[config.mk]
export PLATFORM = sky130hd
export DESIGN_NAME = inventario_arbiter
export DESIGN_NICKNAME = d
export VERILOG_FILES = /design/src/rtl/inventario_pkg.sv /design/src/rtl/rr_arbiter2.sv /design/src/rtl/inventario_arbiter.sv
export SDC_FILE = /design/constraint.sdc
export NUM_CORES = 1
export LEC_CHECK = 0
export CELL_PAD_IN_SITES_DETAIL_PLACEMENT = 1
export CELL_PAD_IN_SITES_GLOBAL_PLACEMENT = 1
export CORE_MARGIN = 1
export CORE_UTILIZATION = 33
export CTS_CLUSTER_SIZE = 28
export DETAILED_ROUTE_END_ITERATION = 12
export PLACE_DENSITY = 0.75
export SYNTH_ARGS = -nofsm -noshare
export SYNTH_HDL_FRONTEND = slang
export SYNTH_HIERARCHICAL = 1
export SYNTH_SLANG_ARGS = --single-unit
[constraint.sdc]
create_clock -name clk1 -period 1.6 [get_ports clk1]
set_input_delay 0.16 -clock clk1 [delete_from_list [all_inputs] [get_ports clk1]]
set_output_delay 0.16 -clock clk1 [all_outputs]
set_load 0.02 [all_outputs]
[src/rtl/inventario_pkg.sv]
// inventario_pkg -- shared definitions for the inventario arbiter slice.
//   state_t          : 2-bit FSM state encoding (IDLE, GRANT_A, GRANT_B, EMPTY)
//   DEFAULT_CAPACITY : units held after reset or restock unless overridden
package inventario_pkg;

    typedef enum logic [1:0] {
        IDLE    = 2'd0,
        GRANT_A = 2'd1,
        GRANT_B = 2'd2,
        EMPTY   = 2'd3
    } state_t;

    localparam int DEFAULT_CAPACITY = 3;

endpackage

[src/rtl/rr_arbiter2.sv]
// rr_arbiter2 -- two-way round-robin pick.
//   reqA, reqB   : requests from A and B
//   lastServedA  : 1 = A was served most recently, 0 = B (or nobody since reset)
//   pickA, pickB : one-hot choice (both 0 when nobody requests)
// On contention the requester that was not served last wins.
module rr_arbiter2 (
    input  logic reqA,
    input  logic reqB,
    input  logic lastServedA,
    output logic pickA,
    output logic pickB
);

    always_comb begin
        pickA = reqA && (!reqB || !lastServedA);
        pickB = reqB && (!reqA ||  lastServedA);
    end

endmodule

[src/rtl/inventario_arbiter.sv]
// inventario_arbiter -- hands out units of a small inventory to two requesters.
//   clk1               : clock, rising edge
//   reset1             : synchronous active-low reset
//   reqA, reqB         : unit requests, held high until granted
//   restock            : one-cycle pulse refilling to CAPACITY
//                        (only honoured with INVENTARIO_RESTOCK_EN defined;
//                        otherwise ignored and EMPTY is terminal until reset)
//   gntA, gntB         : one-cycle grant pulses
//   denyA, denyB       : one-cycle pulses while requesting an empty inventory
//   count              : units remaining
//   endEmptyInventario : 1 while stock is available
// All outputs are registered. After a grant the FSM spends one cycle in
// GRANT_x without sampling requests, so at most one grant per two cycles.
module inventario_arbiter
    import inventario_pkg::*;
#(
    parameter int CAPACITY = DEFAULT_CAPACITY,
    parameter int CNT_W    = 2
) (
    input  logic             clk1,
    input  logic             reset1,
    input  logic             reqA,
    input  logic             reqB,
    input  logic             restock,
    output logic             gntA,
    output logic             gntB,
    output logic             denyA,
    output logic             denyB,
    output logic [CNT_W-1:0] count,
    output logic             endEmptyInventario
);

    localparam logic [CNT_W-1:0] CAP_VAL = CNT_W'(CAPACITY);
    localparam logic [CNT_W-1:0] ONE     = CNT_W'(1);

    state_t state;
    logic   lastServedA;
    logic   pickA;
    logic   pickB;

    rr_arbiter2 rrPick (
        .reqA        (reqA),
        .reqB        (reqB),
        .lastServedA (lastServedA),
        .pickA       (pickA),
        .pickB       (pickB)
    );

`ifndef INVENTARIO_RESTOCK_EN
    logic unusedRestock;
    assign unusedRestock = restock;
`endif

    always_ff @(posedge clk1) begin
        if (!reset1) begin
            state              <= IDLE;
            count              <= CAP_VAL;
            endEmptyInventario <= 1'b1;
            gntA               <= 1'b0;
            gntB               <= 1'b0;
            denyA              <= 1'b0;
            denyB              <= 1'b0;
            lastServedA        <= 1'b0;
        end else begin
            gntA  <= 1'b0;
            gntB  <= 1'b0;
            denyA <= 1'b0;
            denyB <= 1'b0;
`ifdef INVENTARIO_RESTOCK_EN
            // Restock outranks any request this cycle; the round-robin
            // pointer is left alone so fairness carries across refills.
            if (restock) begin
                state              <= IDLE;
                count              <= CAP_VAL;
                endEmptyInventario <= 1'b1;
            end else
`endif
            begin
                case (state)
                    IDLE: begin
                        if (count == '0) begin
                            state <= EMPTY;
                        end else if (pickA || pickB) begin
                            state              <= pickA ? GRANT_A : GRANT_B;
                            gntA               <= pickA;
                            gntB               <= pickB;
                            lastServedA        <= pickA;
                            count              <= count - ONE;
                            // Flag tracks the post-decrement count on the same edge.
                            endEmptyInventario <= (count != ONE);
                        end
                    end
                    GRANT_A, GRANT_B: begin
                        state <= (count == '0) ? EMPTY : IDLE;
                    end
                    EMPTY: begin
                        denyA <= reqA;
                        denyB <= reqB;
                    end
                    default: state <= IDLE;
                endcase
            end
        end
    end

endmodule

==> flow_summary.json <==
{
  "status": "finished with violations",
  "violations": "design-rule violations",
  "post-route-drc-count": 1,
  "grt_max_degree": 10,
  "drtPass1Iterations": 8,
  "synth_top_family_by_area": "compound AO/OA/AOI/OAI gates",
  "setup_tns_ns": 0,
  "wl_per_cell_um": 12.3,
  "hold_viol_final": 0,
  "worst-path-max-fanout": 5,
  "yosysSeqAreaShare": 0.441,
  "port_buffers": 10,
  "totalWireLength_um": 969,
  "netlist_area_um2": 454,
  "start_util": 0.353,
  "cp-start-kind": "flop",
  "end_kind": "output port",
  "fin_cells": 79,
  "nFillCells": 163,
  "pwr_density_cell_nw_per_um2": 1890,
  "worst-slew-pin-transition_ns": 0.323,
  "cts_sinks": 10,
  "p_leak_nw": 0.283,
  "setup_viol": 0,
  "cts_tree": "yes",
  "fin_crit_sh": 0.913,
  "ys_top_cells_by_area": "dfxtp_1 (44%), ha_1 (11%), and3_1 (5.5%)",
  "clockBufferDepth": 2,
  "die_h_um": 39.1,
  "critPathArrivalTime_ns": 1.30,
  "cp_num_buf_inv": 1,
  "cp_slowest_cell": "clkdlybuf4s50_1",
  "r2r_end": "count[0]$_SDFFE_PN1P_",
  "crit_chain": "clkdlybuf4s50_1",
  "postCtsSetupRepairBufs": 0,
  "hp-class": "flop to flop",
  "yosys.cell_types.count": 21,
  "antenna_found_initial": 0,
  "r2r.worst_path.cells": 5,
  "fin_crit_ns": 1.46,
  "dieArea_um2": 1530,
  "fmax_ghz": 0.685,
  "reg2reg_from": "count[0]$_SDFFE_PN1P_",
  "grt_pass1_wl_um": 1570,
  "cts_hold_buf": 0,
  "cts_resized": 0,
  "antenna_left": 0,
  "cts_buffers": 3,
  "rows": 13,
  "clkLatencyLatePin_ns": 0.26,
  "worstHoldEndpoint": "lastServedA$_SDFFE_PN0P_",
  "hold_depth": 1,
  "grt_pass1_vias": 351,
  "htree_levels": 1,
  "die_w_um": 39.1,
  "cp-startpoint": "count[0]$_SDFFE_PN1P_",
  "finalMaxSlewViolations": 0,
  "clk_pin_slew_ns": 0.07,
  "cpPeakStageDelay_ns": 0.63,
  "fin_nets": 74,
  "ir_drop_mv": 0.759,
  "yosys.area_share.simple": 0.174,
  "dr_total_vias": 390,
  "cts_root_buffer": "clkbuf_4",
  "dr.first_iter.drc_count": 3,
  "yosys.area.top_type": "dfxtp_1",
  "num_antenna_cells": 0,
  "placed_cells": 75,
  "dp_hpwl_um": 734,
  "ys_ff_latch": 10,
  "hold_ws_ns": 0.512,
  "syn_inst": 48,
  "cap_violations": 0,
  "synth_area_per_cell_um2": 9.46,
  "synthMuxAreaShare": 0,
  "areaGrowthSynthToFinish_pct": 37.5,
  "critPathTopFamily": "buffers and inverters",
  "io_pins": 12,
  "required_ns": 1.44,
  "synth.net_count": 57,
  "min_from": "lastServedA$_SDFFE_PN0P_",
  "drive_gt1_frac": 0.125,
  "yosys_warnings": 6,
  "place.gp.congestion": 0.682,
  "rrSetupSlack_ns": 0.16,
  "synth-xor-area-share": 0,
  "maxSlewHeadroom": 0.784,
  "grt_usage": 0.158,
  "synth-compound-area-share": 0.226,
  "skew_ns": 0.00283,
  "via_per_inst": 4.94,
  "yosysTopAreaCellShare": 0.441,
  "synthAdderAreaFrac": 0.110,
  "core_area_um2": 1280,
  "rsz0062_at_grt": "false",
  "path_class": "flop to output port",
  "grt_overflow": 0
}
==> cells in the final DEF, fill, tap and decap left out <==
cell	netlist	final
inv_1	6	6
clkdlybuf4s50_1	0	10
and2b_1	1	1
o21a_1	1	1
ha_1	4	4
a21boi_1	2	2
clkbuf_8	0	1
o21ai_0	4	4
a31o_1	1	1
o211ai_1	2	2
dfxtp_1	10	10
o21ai_1	1	1
a31oi_1	2	2
a22oi_1	1	1
o22ai_1	1	1
nand3_1	1	1
buf_4	0	2
nor2_1	1	1
nand2b_2	1	1
a21oi_1	1	1
or3_1	2	2
and3b_2	1	1
and3_1	4	4
nand2b_1	1	1
clkbuf_4	0	3
==> cell families after synthesis <==
family,count (synthesis)
AOI/OAI and AO/OA,16
adders and majority gates,4
buffers and inverters,6
DFF,10
and+or+nand+nor,12
==> worst max-delay path by stage <==
| stage | slack (ns) | cells after the start | end |
|---|---|---|---|
| global route | 0.07 | 5 | count[0]$_SDFFE_PN1P_ |
| detailed placement | 0.13 | 5 | count[0]$_SDFFE_PN1P_ |
| CTS | 0.12 | 1 | count[0] |
| finish | 0.14 | 1 | count[0] |
| global placement | 0.11 | 6 | state[0]$_SDFFE_PN0P_ |
| floorplan | 0.18 | 5 | count[0]$_SDFFE_PN1P_ |
==> cell usage after synthesis, drive strengths merged <==
| cell | instances |
|---|---|
| dfxtp | 10 |
| inv | 6 |
| o21ai | 5 |
| and3 | 4 |
| ha | 4 |
| a21boi | 2 |
| a31oi | 2 |
| nand2b | 2 |
| o211ai | 2 |
| or3 | 2 |
| a21oi | 1 |
| a22oi | 1 |
| a31o | 1 |
| and2b | 1 |
| and3b | 1 |
| nand3 | 1 |
| nor2 | 1 |
| o21a | 1 |
| o22ai | 1 |
==> routing by layer <==
layer,global-route usage,vias to the layer above,part of all wire
met5,0,-,0
met4,0.0776,0,0
met3,0.0520,0,0.024
met2,0.233,8,0.44
met1,0.203,180,0.53
li1,-,202,-
==> through the flow <==
stage | total power [mW] | utilization | instance area (um2) | setup slack [ns]
floorplan | 0.765 | - | 454 | 0.179
detailed placement | 0.964 | 0.458 | 588 | 0.126
global route | 1.30 | 0.486 | 624 | 0.0699
global placement | 0.946 | 0.458 | 588 | 0.114
finish | 1.18 | 0.486 | 624 | 0.139
CTS | 1.20 | 0.486 | 624 | 0.124
==> worst register-to-register path, delay by kind of cell (launching register included) <==
family        cells  cell delay, ns
fa+ha+maj         1            0.24
buf+inv           1            0.07
flops             1            0.41
simple gates      3            0.66
==> final cells by class <==
class,count,area [um2],area share
repair buffers,12,115,0.184
well taps,15,18.8,0.0301
flip-flops and latches,10,200,0.321
multi-input cells,32,231,0.371
clock buffers,4,36.3,0.0581
inverters,6,22.5,0.0361
==> state kept, by name, indices dropped and copies added (netlist names) <==
name / cells
gntA: 1
denyB: 1
gntB: 1
state: 2
denyA: 1
lastServedA: 1
count: 2
endEmptyInventario: 1
==> where the power goes <==
part / switching (mW) / leakage (nW) / internal, mW
Clock: 0.0892 / 0.0210 / 0.138
Sequential: 0.0530 / 0.0823 / 0.330
Combinational: 0.305 / 0.180 / 0.268
Total: 0.447 / 0.283 / 0.736
No activity file was read; power rests on OpenSTA's default activity.
